$ cat config.mk
export PLATFORM = sky130hd
export DESIGN_NAME = usb_cmd_frame_parser
export DESIGN_NICKNAME = d
export VERILOG_FILES = /design/src/rtl/usb_cmd_frame_parser.sv
export SDC_FILE = /design/constraint.sdc
export NUM_CORES = 1
export LEC_CHECK = 0
export CAP_MARGIN = 10
export CORE_ASPECT_RATIO = 1.75
export CORE_MARGIN = 2
export CORE_UTILIZATION = 48
export CTS_BUF_LIST = sky130_fd_sc_hd__clkbuf_4 sky130_fd_sc_hd__clkbuf_8 sky130_fd_sc_hd__clkbuf_16
export CTS_CLUSTER_SIZE = 16
export DETAILED_ROUTE_END_ITERATION = 10
export GPL_ROUTABILITY_DRIVEN = 0
export GPL_TIMING_DRIVEN = 0
export PLACE_DENSITY = 0.69
export SLEW_MARGIN = 20
export SYNTH_ARGS = -nofsm -noshare
export SYNTH_HDL_FRONTEND = slang
export SYNTH_SLANG_ARGS = --single-unit
$ cat constraint.sdc
create_clock -name clk -period 3.25 [get_ports clk]
set_input_delay 0.65 -clock clk [delete_from_list [all_inputs] [get_ports clk]]
set_output_delay 0.65 -clock clk [all_outputs]
set_load 0.005 [all_outputs]
$ cat src/rtl/usb_cmd_frame_parser.sv
// usb_cmd_frame_parser
// Delimits fixed 8-byte command frames (HDR0 HDR1 ADDR D3 D2 D1 D0 CSUM) from the USB FIFO byte
// stream. It checks the header and the additive checksum, and presents good frames to the command
// register block as a one-cycle cmdvalid pulse. Bad or stalled frames are dropped and counted.
//
// Ports:
//   clk          system clock, rising edge
//   reset        synchronous, active-low reset
//   rx_data      byte from the FIFO reader
//   rx_valid     rx_data valid this cycle (always accepted)
//   cmdvalid     one-cycle pulse: good frame decoded
//   cmd_addr     address of the last good frame
//   cmd_data     data of the last good frame, {D3,D2,D1,D0}
//   csum_err     one-cycle pulse: checksum mismatch
//   timeout_err  one-cycle pulse: inter-byte timeout aborted a frame
//   err_cnt      saturating count of csum_err + timeout_err events
module usb_cmd_frame_parser #(
  parameter logic [7:0]  HDR0           = 8'h55,
  parameter logic [7:0]  HDR1           = 8'hA5,
  parameter int unsigned TIMEOUT_CYCLES = 50000
) (
  input  logic        clk,
  input  logic        reset,
  input  logic [7:0]  rx_data,
  input  logic        rx_valid,
  output logic        cmdvalid,
  output logic [7:0]  cmd_addr,
  output logic [31:0] cmd_data,
  output logic        csum_err,
  output logic        timeout_err,
  output logic [7:0]  err_cnt
);

  localparam int unsigned     TmoW    = $clog2(TIMEOUT_CYCLES) + 1;
  localparam logic [TmoW-1:0] TmoLast = TmoW'(TIMEOUT_CYCLES - 1);

  typedef enum logic [2:0] {
    StHdr0,
    StHdr1,
    StAddr,
    StData,
    StCsum
  } state_e;

  state_e          state_q, state_d;
  logic [1:0]      idx_q, idx_d;
  logic [7:0]      addr_sh_q, addr_sh_d;
  logic [31:0]     data_sh_q, data_sh_d;
  logic [7:0]      sum_q, sum_d;
  logic [TmoW-1:0] tmo_q, tmo_d;
  logic            tmo_hit;
  logic            cmdvalid_d, csum_err_d, timeout_err_d;
  logic [7:0]      cmd_addr_d;
  logic [31:0]     cmd_data_d;
  logic [7:0]      err_cnt_d;

  always_comb begin
    state_d       = state_q;
    idx_d         = idx_q;
    addr_sh_d     = addr_sh_q;
    data_sh_d     = data_sh_q;
    sum_d         = sum_q;
    cmd_addr_d    = cmd_addr;
    cmd_data_d    = cmd_data;
    cmdvalid_d    = 1'b0;
    csum_err_d    = 1'b0;
    timeout_err_d = 1'b0;

    // A byte arriving on the threshold cycle wins, so the timeout needs an idle cycle.
    tmo_hit = (state_q != StHdr0) && !rx_valid && (tmo_q == TmoLast);

    if (rx_valid || (state_q == StHdr0) || tmo_hit) begin
      tmo_d = '0;
    end else begin
      tmo_d = tmo_q + TmoW'(1);
    end

    if (tmo_hit) begin
      state_d       = StHdr0;
      timeout_err_d = 1'b1;
    end else if (rx_valid) begin
      case (state_q)
        StHdr0: begin
          if (rx_data == HDR0) state_d = StHdr1;
        end
        StHdr1: begin
          // A repeated HDR0 may be the real start of frame, so stay armed for HDR1.
          if (rx_data == HDR1) begin
            state_d = StAddr;
          end else if (rx_data != HDR0) begin
            state_d = StHdr0;
          end
        end
        StAddr: begin
          addr_sh_d = rx_data;
          sum_d     = rx_data;
          idx_d     = 2'd0;
          state_d   = StData;
        end
        StData: begin
          data_sh_d = {data_sh_q[23:0], rx_data};
          sum_d     = sum_q + rx_data;
          idx_d     = idx_q + 2'd1;
          if (idx_q == 2'd3) state_d = StCsum;
        end
        StCsum: begin
          if (rx_data == sum_q) begin
            cmd_addr_d = addr_sh_q;
            cmd_data_d = data_sh_q;
            cmdvalid_d = 1'b1;
          end else begin
            csum_err_d = 1'b1;
          end
          state_d = StHdr0;
        end
        default: state_d = StHdr0;
      endcase
    end

    err_cnt_d = err_cnt;
    if ((csum_err_d || timeout_err_d) && (err_cnt != 8'hFF)) begin
      err_cnt_d = err_cnt + 8'd1;
    end
  end

  always_ff @(posedge clk) begin
    if (!reset) begin
      state_q     <= StHdr0;
      idx_q       <= 2'd0;
      addr_sh_q   <= 8'h00;
      data_sh_q   <= 32'h0;
      sum_q       <= 8'h00;
      tmo_q       <= '0;
      cmdvalid    <= 1'b0;
      csum_err    <= 1'b0;
      timeout_err <= 1'b0;
      cmd_addr    <= 8'h00;
      cmd_data    <= 32'h0;
      err_cnt     <= 8'h00;
    end else begin
      state_q     <= state_d;
      idx_q       <= idx_d;
      addr_sh_q   <= addr_sh_d;
      data_sh_q   <= data_sh_d;
      sum_q       <= sum_d;
      tmo_q       <= tmo_d;
      cmdvalid    <= cmdvalid_d;
      csum_err    <= csum_err_d;
      timeout_err <= timeout_err_d;
      cmd_addr    <= cmd_addr_d;
      cmd_data    <= cmd_data_d;
      err_cnt     <= err_cnt_d;
    end
  end

endmodule

# == Yosys cells after proc, flatten, opt, wreduce, memory -nomap -nowiden ==
# Cells that the tools add are included.
# classes
n_addsub,4
n_eq_ne,14
muxes,13
n_bitwise,4
n_reduce_logical,18
# op_table
op,count
"17-bit by 1-bit adder with 17-bit output, second input constant",1
"17-bit by 16-bit == test with 1-bit output, second input constant",1
8-bit case mux with 2 select lines,1
3-bit two-way mux,4
3-bit case mux with 4 select lines,1
3-bit AND reduction,3
"8-bit by 1-bit adder with 8-bit output, second input constant",1
8-bit adder,1
"8-bit by 7-bit == test with 1-bit output, second input constant",1
8-bit == test,1
"8-bit == test, second input constant",1
"8-bit by 7-bit inequality test with 1-bit output, second input constant",1
"8-bit inequality test, second input constant",1
4-bit AND reduction,2
"3-bit by 2-bit == test with 1-bit output, second input constant",2
1-bit two-way mux,6
1-bit inverter,4
2-bit case mux with 2 select lines,1
2-bit OR reduction,2
4-bit OR reduction,1
"3-bit by 1-bit == test with 1-bit output, second input constant",1
"3-bit == test, second input constant",1
1-bit logical AND,3
3-bit logical NOT,1
other kinds (9),11
# word_totals
reg_bits,121
in_bits,11
output_inout_bits,51
word_cells,65

# == Depth between registers and ports, before layout ==
# logic_depth
ltp_word,7
mapped_depth,10
depth_no_buf,10

# == Worst setup path before layout ==
# OpenSTA, ideal clock, no wires.
# synth_path
kind,input-to-reg
from,input rx_data[5]
to,register err_cnt[3]
setup_ps,128
arrival_time_ps,2441
t_required_ps,3122
slack_ps,681
path_stages,8
n_path_buf,1
cell_sequence,ha_1 > clkdlybuf4s50_2 > o41ai_2 > o31a_2 > nor2_1 > nand4_1 > xor2_1 > nor2_1
# synth_between
elab_chain_cells,7
# synth_lines
item,line,rtl
start: declaration,24,"input logic [7:0] rx_data,"
8-bit == test,107,if (rx_data == sum_q) begin
1-bit two-way mux,107,
1-bit two-way mux,82,case (state_q)
1-bit two-way mux,81,end else if (rx_valid) begin
1-bit two-way mux,78,if (tmo_hit) begin
1-bit logical OR,121,if ((csum_err_d || timeout_err_d) && (err_cnt != 8'hFF)) begin
1-bit logical AND,121,
end signal: assignment,152,err_cnt <= err_cnt_d;
end: declaration,31,output logic [7:0] err_cnt
# No other way between the ends.
# A chain may end at the register's enable or synchronous reset.

# == Worst setup path in the final report ==
# layout_path
from,input rx_data[5]
to,register cmd_data[4]
# layout_between
elab_chain_cells,2
# layout_lines
item,line,rtl
8-bit == test,107,
4-bit AND reduction (no line),--,
end signal: assignment,151,cmd_data <= cmd_data_d;
end: declaration,28,"output logic [31:0] cmd_data,"
# No other way between the ends.

==> flow_summary.toml <==
[sta]
finalCriticalPeriod_ps = 3060
post-route-period-util_pct = 94.2
setup_ws_ps = 188
finalHoldViolCount = 0
max_slew_margin_pct = 56.9
worst_slew_pin_slew_ps = 640
drv_slew = 0
fmax_mhz = 327
setup_viol = 0
rsz0062_at_grt = "no"
finClkSkew_ps = 10.9

[pwr]
switching_share_pct = 20.0
share_seq_of_total_power_pct = 41.0
p_per_area_nw_per_um2 = 571
clkPwrFrac_pct = 56.9
peakVddDrop_mv = 0.452
switching_power_uw = 723
p_comb_share_pct = 2.0
p_leak_nw = 2.18
p_int_mw = 2.89

[synth]
ys_warn_count = 0
async_flop_share_pct = 0
synthFlopType = "dfxtp_1"
synth-edff-count = 0
synth_area_leader_cell = "dfxtp_1"
synthTopCellsByArea = "dfxtp_1 (49%), nand2_1 (14%), a21oi_1 (9.8%)"
synth_cell_type_count = 43
syn_nets = 637
yosysSeqAreaShare_pct = 49.1
synth_area_per_cell_um2 = 8.02
syn_area_um2 = 4930
synthCells = 615
ys_ff_latch = 121
synth_top_area_share_pct = 49.1

[placement]
place_inst = 802
dp_worst_setup_slack_ps = -230
hpwl_mm = 9.00
portBuffers = 60

[min_path]
hp-class = "reg -> reg"

[clock_network]
clk_pin_slew_worst_paths_ps = 50
cts_tree = "built"
cts.sinks = 121
cts_buffers = 17
clk_path_buf_depth = 2
clock_tree.htree_level_count = 4
post-cts-setup-buffers = 0
post_cts_resized = 0
postCtsHoldBufs = 0
root_buffer = "clkbuf_16"
clock_latency_ps = 420

[global_route]
grt_pass1_vias = 4370
grt_max_degree = 17
grt_pass1_wl_mm = 20.4
track_usage_pct = 23.8
grt-ovfl-total = 0
antenna_found_initial = 0

[route]
drt_first_iter_violations = 193
via_count = 4466
first_pass_iters = 5
drt-total-wl_mm = 12.5
drc = 0
via_per_inst = 5.35
wl_per_cell_um = 14.9
postRouteAntennaNets = 0

[cells_and_area]
drive_gt1_share_pct = 6.51
nNetsFinal = 716
multiInputGateArea_um2 = 2330
antennaDiodeCount = 0
stdcell_count = 834
fillers = 906
seqCellArea_um2 = 2420
syn2layout_area_growth_pct = 28.5

[worst_setup_path]
worstPathCellList = "clkdlybuf4s50_1 > ha_1 > clkdlybuf4s50_2 > nor4_1 > and2_1 > clkbuf_1 > buf_2 > nand2_1 > a21oi_1"
required_ps = 3580
cpLargestDelayFamily = "buffers and inverters"
worstSetupStartpointType = "primary input"
crit_path_max_fanout = 10
cp_slowest_cell = "clkdlybuf4s50_1"
critPathKind = "in -> reg"
slowest_delay_ps = 660
critPathArrivalTime_ps = 3390
endpoint_kind = "register"
cp.buffers_inverters = 4

[floorplanning]
die_w_um = 80.6
start_util_pct = 48.7
ios = 62
rows = 49
core_region_area_um2 = 10100
dieHeight_um = 138
die_area_um2 = 11100

[flow_run]
max_cap_viol_count = 0

[outcome]
status = "finished, final reports clean"
[layout make-up]
type | count | area share (%)
sequential | 121 | 38.2
multi-input combinational | 456 | 36.8
timing repair buffer | 60 | 9.48
clock buffer | 19 | 7.05
clock inverter | 13 | 3.12
tap | 127 | 2.51
buffer | 33 | 2.47
inverter | 5 | 0.296
[tightest hold or removal path, stage by stage, from the launching register on]
cell	delay, ps
dfxtp_1	300
nand2_1	50
a21oi_1	50
[metrics by stage]
stage	total power [mW]	instance area [um^2]	utilization (%)	hold WS (ps)	TNS [ps]
finish	3.62	6330	62.6	451	0
detailed placement	1.59	5690	56.2	447	-7810
global route	3.72	6330	62.6	470	0
CTS	3.63	6330	62.6	454	0
global placement	1.59	5690	56.2	421	-7290
floorplan	1.55	4930	-	413	0
[per-layer routing]
layer | wire (um) | part of all wire [%] | vias up | GRT usage (%)
met3 | 375 | 3.0 | 30 | 6.46
met1 | 4720 | 38 | 2132 | 24.0
met2 | 7050 | 57 | 83 | 44.9
li1 | - | - | 2221 | -
met5 | 0 | 0 | - | 0
met4 | 314 | 2.5 | 0 | 8.83
[cell families after synthesis]
group	Yosys count	share of synthesized area [%]
XOR/XNOR	23	4.09
AO/OA/AOI/OAI	128	14.3
AND/OR/NAND/NOR	293	25.8
flip-flops	121	49.1
adder cells (fa/ha/maj)	11	2.94
multiplexers	1	0.203
buffers and inverters	38	3.55
[synthesized netlist by cell type, types with 4 or more instances]
library cell and n:
a211oi_1 4, a21oi_1 97, and3_1 7, buf_2 4, clkbuf_1 26, dfxtp_1 121
ha_1 10, inv_1 5, nand2_1 187, nand3_1 11, nand4_1 7, nor2_1 47
nor3_1 7, o21ai_0 14, xnor2_1 10, xor2_1 13
[state kept, by name, indices dropped and copies added, names as in the netlist]
register and count:
cmd_addr 8, csum_err 1, err_cnt 8, addr_sh_q 8
cmd_data 32, cmdvalid 1, state_q 3, sum_q 8
timeout_err 1, data_sh_q 32, tmo_q 17, idx_q 2
[final timing paths]
path                                    end  cells after the start  slack [ps]                       from
setup / recovery   cmd_data[4]$_SDFFE_PN0P_                      9         190                 rx_data[5]
hold / removal    cmd_data[22]$_SDFFE_PN0P_                      2         450  cmd_data[22]$_SDFFE_PN0P_
setup reg to reg   cmd_data[4]$_SDFFE_PN0P_                      8         800      sum_q[5]$_SDFFE_PN0P_
hold reg to reg   cmd_data[22]$_SDFFE_PN0P_                      2         450  cmd_data[22]$_SDFFE_PN0P_
[power by group through the flow]
stage | Combinational, mW | Clock (mW) | Sequential (mW)
after floorplan | 0.0378 | 0 | 1.52
after global placement | 0.0720 | 0 | 1.52
after detailed placement | 0.0729 | 0 | 1.52
after CTS | 0.0733 | 2.08 | 1.48
after global routing | 0.0796 | 2.16 | 1.48
final | 0.0740 | 2.06 | 1.48
[layout by cell type, fill, tap and decap left out, types with 2 or more instances in the layout]
cell and n:
o21ai_0 14, nand2_1 187, xnor2_1 10, o221ai_1 2, and2_1 2, inv_1 5, nor2b_1 3, clkinv_2 6
or3_1 3, bufinv_16 5, dfxtp_1 121, a21o_1 3, a211oi_1 4, clkdlybuf4s50_1 60, clkbuf_16 17, nor3_1 7
a311oi_1 2, a21oi_1 97, nand3_1 11, ha_1 10, xor2_1 13, or4_1 3, nand2b_1 2, inv_6 2
nor4bb_1 2, or2_2 3, clkbuf_8 3, nor2_1 47, and3_1 7, clkbuf_1 26, buf_2 4, nor4b_1 3
nand4_1 7
(Power assumes the default switching activity.)
